==> config.mk <==
export PLATFORM = sky130hd
export DESIGN_NAME = fetch_stage
export DESIGN_NICKNAME = d
export VERILOG_FILES = /design/src/rtl/fetch_stage.sv
export SDC_FILE = /design/constraint.sdc
export NUM_CORES = 1
export LEC_CHECK = 0
export CAP_MARGIN = 20
export CORE_MARGIN = 3
export CORE_UTILIZATION = 50
export CTS_BUF_LIST = sky130_fd_sc_hd__clkbuf_8 sky130_fd_sc_hd__clkbuf_16
export DETAILED_ROUTE_END_ITERATION = 10
export PLACE_DENSITY_LB_ADDON = 0.08
export SYNTH_ARGS = -nofsm -noshare
export SYNTH_HDL_FRONTEND = slang
export SYNTH_SLANG_ARGS = --single-unit
export TNS_END_PERCENT = 5
==> constraint.sdc <==
create_clock -name clk -period 8.25 [get_ports clk]
set_input_delay 1.65 -clock clk [delete_from_list [all_inputs] [get_ports clk]]
set_output_delay 1.65 -clock clk [all_outputs]
set_load 0.02 [all_outputs]
==> src/rtl/fetch_stage.sv <==
// Instruction-fetch stage: owns the PC, keeps one imem read outstanding and
// presents registered {ins, pc, pc+4} to decode through a one-entry skid buffer.
module fetch_stage #(
  parameter logic [31:0] RESET_PC = 32'h0000_0000
) (
  input  logic        clk,
  input  logic        rst_n,
  output logic        imem_req,
  output logic [31:0] imem_addr,
  input  logic        imem_gnt,
  input  logic        imem_rvalid,
  input  logic [31:0] imem_rdata,
  input  logic        stall,
  input  logic        redirect,
  input  logic [31:0] redirect_pc,
  output logic        out_valid,
  output logic [31:0] out_ins,
  output logic [31:0] out_pc,
  output logic [31:0] out_pc_plus4
);

  typedef enum logic {S_REQ, S_WAIT} state_t;

  typedef struct packed {
    logic [31:0] ins;
    logic [31:0] pc;
  } fetch_t;

  state_t      state, state_nx;
  logic [31:0] pc, pc_nx, req_pc, redirect_al;
  logic        drop, drop_nx;
  logic        skid_valid;
  fetch_t      skid;
  logic        issue, take, consume;

  // Request is gated by rst_n so it is low for the whole reset assertion.
  assign imem_req    = rst_n && (state == S_REQ) && !skid_valid;
  assign imem_addr   = pc;
  assign issue       = imem_req && imem_gnt;
  assign take        = (state == S_WAIT) && imem_rvalid && !drop && !redirect;
  assign consume     = out_valid && !stall;
  assign redirect_al = {redirect_pc[31:2], 2'b00};

  always_comb begin
    state_nx = state;
    pc_nx    = pc;
    drop_nx  = drop;
    case (state)
      S_REQ: if (issue) begin
        state_nx = S_WAIT;
        pc_nx    = pc + 32'd4;
        drop_nx  = redirect;
      end
      S_WAIT: if (imem_rvalid) begin
        state_nx = S_REQ;
        drop_nx  = 1'b0;
      end else if (redirect) begin
        drop_nx  = 1'b1;
      end
      default: state_nx = S_REQ;
    endcase
    if (redirect) pc_nx = redirect_al;
  end

  always_ff @(posedge clk or negedge rst_n) begin
    if (!rst_n) begin
      state  <= S_REQ;
      pc     <= RESET_PC;
      drop   <= 1'b0;
      req_pc <= '0;
    end else begin
      state <= state_nx;
      pc    <= pc_nx;
      drop  <= drop_nx;
      if (issue) req_pc <= pc;
    end
  end

  always_ff @(posedge clk or negedge rst_n) begin
    if (!rst_n) begin
      out_valid    <= 1'b0;
      out_ins      <= '0;
      out_pc       <= '0;
      out_pc_plus4 <= '0;
      skid_valid   <= 1'b0;
      skid         <= '0;
    end else if (redirect) begin
      out_valid  <= 1'b0;
      skid_valid <= 1'b0;
    end else if (consume && skid_valid) begin
      // No request issues while the skid is full, so no response can coincide.
      out_ins      <= skid.ins;
      out_pc       <= skid.pc;
      out_pc_plus4 <= skid.pc + 32'd4;
      skid_valid   <= 1'b0;
    end else if (take && (!out_valid || !stall)) begin
      out_ins      <= imem_rdata;
      out_pc       <= req_pc;
      out_pc_plus4 <= req_pc + 32'd4;
      out_valid    <= 1'b1;
    end else if (take) begin
      skid       <= '{ins: imem_rdata, pc: req_pc};
      skid_valid <= 1'b1;
    end else if (consume) begin
      out_valid <= 1'b0;
    end
  end

endmodule

Word level (Yosys, flattened, before mapping):

Index checks and enable logic that the tools add are counted.

* register bits: 228
* latch bits: 0
* RAM bits: 0
* ROM bits: 0
* output and inout port bits: 130
* memories kept: 0

* add/subtract/negate cells: 3
* multipliers: 0
* div/mod/pow operators: 0
* $lt $le $gt $ge: 0
* equality and inequality tests: 6
* shifts and indexed selects: 0
* mux-type cells: 25
* bitwise operators: 4
* reductions and logical operators: 25

Operator list (count)
* 2-to-1 mux 32 bit: 9
* adder 32 x 3 -> 32 bit, second input constant: 3
* 2-to-1 mux 1 bit: 14
* logical AND 1 bit: 9
* AND reduction 2 bit: 4
* inequality test 2 bit, second input constant: 3
* inequality test 3 bit, second input constant: 2
* nonzero test 3 bit: 2
* logical NOT 1 bit: 5
* inverter 1 bit: 4
* one-hot mux 1 bit (2 select lines): 2
* AND reduction 4 bit: 1
* nonzero test 2 bit: 2
* inequality test 3 x 2 -> 1 bit, second input constant: 1
* AND reduction 3 bit: 1
* logical OR 1 bit: 1

Depth between registers and ports, before layout:

* depth after elaboration: 7
* mapped depth: 14
* gate-level depth less buffers: 9

Worst setup path after synthesis:

Ideal clock, no wire load.

* path type: input -> register
* start: input port stall
* end: register out_pc_plus4[22]
* arrival time: 4337 ps
* data required time: 8124 ps
* slack: 3787 ps
* cell stages on the path: 12
* cell sequence: nand3b_1 > buf_6 > clkbuf_1 > clkbuf_1 > nand2_1 > nand2_1 > ha_1 > inv_1 > nor4_1 > o22ai_1 > or3_1 > a221o_1

* longest elaborated chain between the ends: 5
* elaborated cells between the ends (all ways): 8

Ends and longest elaborated chain
* start, declared: line 13 `input logic stall,`
* logical NOT 1 bit (*): line 41, 96
* logical AND 1 bit or logical OR 1 bit (tied branches): line 41, 96
* logical AND 1 bit, on equally long branches: line 90, 96
* nonzero test 2 bit (no line)
* AND reduction 2 bit (no line)
* end signal, assigned: line 94 `out_pc_plus4 <= skid.pc + 32'd4;`
* end signal, assigned: line 99 `out_pc_plus4 <= req_pc + 32'd4;`
* end, declared: line 19 `output logic [31:0] out_pc_plus4`

Every way passes the cells marked *; elsewhere a longest branch is shown, timed or not.
A chain may end at the register's enable or synchronous reset.

Final worst setup path:

* start: input port rst_n
* end: output port imem_req

* longest elaborated chain between the ends: 2

Ends and longest elaborated chain
* start, declared: line 7 `input logic rst_n,`
* logical AND 1 bit (2 in a row): line 37 `assign imem_req = rst_n && (state == S_REQ) && !skid_valid;`
* end, declared: line 8 `output logic imem_req,`

Every way passes these cells.

==> results.cfg <==
[clock_network]
clk_pin_slew_ps = 60
cts_max_path_buffers = 3
post_cts_resized = 0
cts_buffers = 23
cts_hold_buffers = 0
post_cts_buffers = 0
root_buffer = clkbuf_16
cts_tree = yes
clock-sinks = 218
insertion_delay_ps = 510
h-tree-depth = 1

[final_layout]
drive_gt1_share_pct = 9.89
finalInstanceArea_um2 = 13000
multi_input_area_um2 = 4480
regArea_um2 = 5460
final_nets = 1281
area_growth_pct = 27.3
num_antenna_cells = 0
fill_cells = 1652

[timing]
skew_ps = 14.5
fin_ws_ps = 3320
setup_tns_ps = 0
slew_headroom_pct = 32.1
whs_ps = 475
finalCritPeriodShare_pct = 59.7
worst_pin_slew_ps = 1020
rsz0062_at_grt = no
finalSetupViolations = 0
hold_viol = 0
finalCriticalPeriod_ps = 4930
final-max-slew-violation-count = 0
timing.fmax_ghz = 0.203

[place]
place_ws_ps = 2980
io_buffers = 191
gp_congestion = 0.842
dpl.hpwl_um = 16500
postPlaceCellArea_um2 = 12300

[setup_path]
critPathRequiredTime_ps = 6600
crit_path_start_kind = input port
criticalPathCategory = input port to output pin
cp_data_arrival_time_ps = 3280
cp-startpoint = rst_n
worstPathMaxFanout = 121
slowest_stage = clkdlybuf4s50_1
cpLargestDelayFamily = buffers and inverters
r2r_slack_ps = 4760
cpPeakStageDelay_ps = 650
crit_chain = buf_8, nor3b_1, clkdlybuf4s50_1
crit_path_end_kind = output pin
path_buf_inv = 2
timing.rr.start = out_valid

[synthesis]
synth_most_common_cell = nand2_1
syn_area_um2 = 10200
synthTopCellsByArea = dfrtp_1 53%, nand2_1 10%, mux2_2 7.4%, o21ai_0 3.5%, xnor2_1 2.5%
synth_top_area_cell = dfrtp_1
yosysSeqAreaShare_pct = 53.3
yosys_register_bits = 218
synth_ff_type = dfrtp_1
synth.avg_cell_area_um2 = 9.75
synth-async-reset-ratio_pct = 100
synthCells = 1049
ys_top_cells_by_count = 282 x nand2_1, 218 x dfrtp_1, 72 x o21ai_0
yosysUniqueCellTypes = 58
ys.warnings.count = 0
synth_edf_count = 0
yosys.area.top_type_share_pct = 53.3

[grt]
grt_pass1_wl_um = 40600
grt_start_max_net_pins = 122
grt_overflow = 0
antenna_found_initial = 0
track_usage_pct = 22.2
grt_pass1_vias = 7735

[worst_hold_path]
hold_path_class = flip-flop to flip-flop
min-delay-start = out_pc[3]

[pwr]
total_leakage_power_nw = 5.64
power_per_cell_area_nw_per_um2 = 278
ir_drop_uv = 166
p_total_mw = 3.62

[route]
first_pass_iters = 5
ant_nets = 0
finalWirelength_um = 24600
post_drt_wl_per_cell_um = 16.5
vias = 8044
drtIter0Drc = 548
remaining_drc_errors = 0
vias_per_cell = 5.41

[floorplan]
row_count = 51
initial_core_util_pct = 51.7
die_x_um = 149
core_um2 = 19800
die_h_um = 149
io_pins = 200
die-area_um2 = 22200

[flow_run]
maxCapViolCount = 0

[outcome]
outcome = finished clean
state kept, by name, summed over array words and instances, names as in the netlist:
register      flops
skid             62
drop              1
out_pc_plus4     30
imem_addr        30
req_pc           30
state             1
out_ins          32
out_pc           30
out_valid         1
skid_valid        1
cells by family (layout without fill, tap and decap cells):
kind of cell / count (synthesis) / in the layout / share of synthesized area, %
xor gates and xnor gates: 45 / 45 / 3.85
AOI/OAI and AO/OA: 159 / 159 / 9.65
other: 1 / 6 / 0.0367
muxes: 91 / 91 / 9.73
and+or+nand+nor: 457 / 457 / 19.8
DFF: 218 / 218 / 53.3
buffers and inverters: 76 / 245 / 3.29
adders and majority gates: 2 / 2 / 0.245
layer usage:
| metal | global-route usage (%) | vias to the layer above | share of wire, % |
|---|---|---|---|
| met4 | 5.63 | 0 | 1.9 |
| li1 | - | 3951 | - |
| met3 | 3.68 | 36 | 5.8 |
| met5 | 0 | - | 0 |
| met1 | 35.1 | 3814 | 50 |
| met2 | 31.9 | 243 | 42 |
layout by cell type, fill, tap and decap left out, drive strengths merged, types with 4 or more instances in the layout:
cell and instances:
a21o 4, a21oi 8, a31oi 36, and3 9
and4 6, buf 10, clkbuf 29, clkdlybuf4s50 189
conb 6, dfrtp 218, inv 13, mux2 67
mux2i 24, nand2 282, nand3 35, nand4 13
nor2 50, nor3 19, nor4 22, o21ai 73
o31a 5, o31ai 7, or3 6, xnor2 29
xor2 16
through the flow:
step / util [%] / std cells
2_1_floorplan: - / 1054
3_3_place_gp: 62.0 / 1449
3_5_place_dp: 62.0 / 1449
4_1_cts: 65.8 / 1488
5_1_grt: 65.8 / 1488
6_report: 65.8 / 1488
path summary, 6_finish.rpt:
kind,to,depth (start not counted)
min reg2reg,out_pc[3],2
max,imem_req,3
min,out_pc[3],2
max in group asynchronous,out_pc_plus4[4],3
min in group asynchronous,imem_addr[22],1
max reg2reg,out_pc_plus4[22],9
area by class of cell:
class,count,area share (%)
sequential,218,41.9
multi-input combinational,760,34.4
timing repair buffer,199,15.1
clock buffer,29,5.06
tap,265,2.55
clock inverter,10,0.711
inverter,7,0.202
power by group:
part           internal [mW]  switching [mW]  total [mW]
Clock                  0.619           0.409        1.03
Sequential              1.32           0.194        1.51
Combinational          0.524           0.556        1.08
Total                   2.46            1.16        3.62
worst min-delay path: stages, from the launching register on:
cell,delay [ps]
dfrtp_1,340
nand2_1,50
nand2_1,50
(Power assumes the default switching activity.)
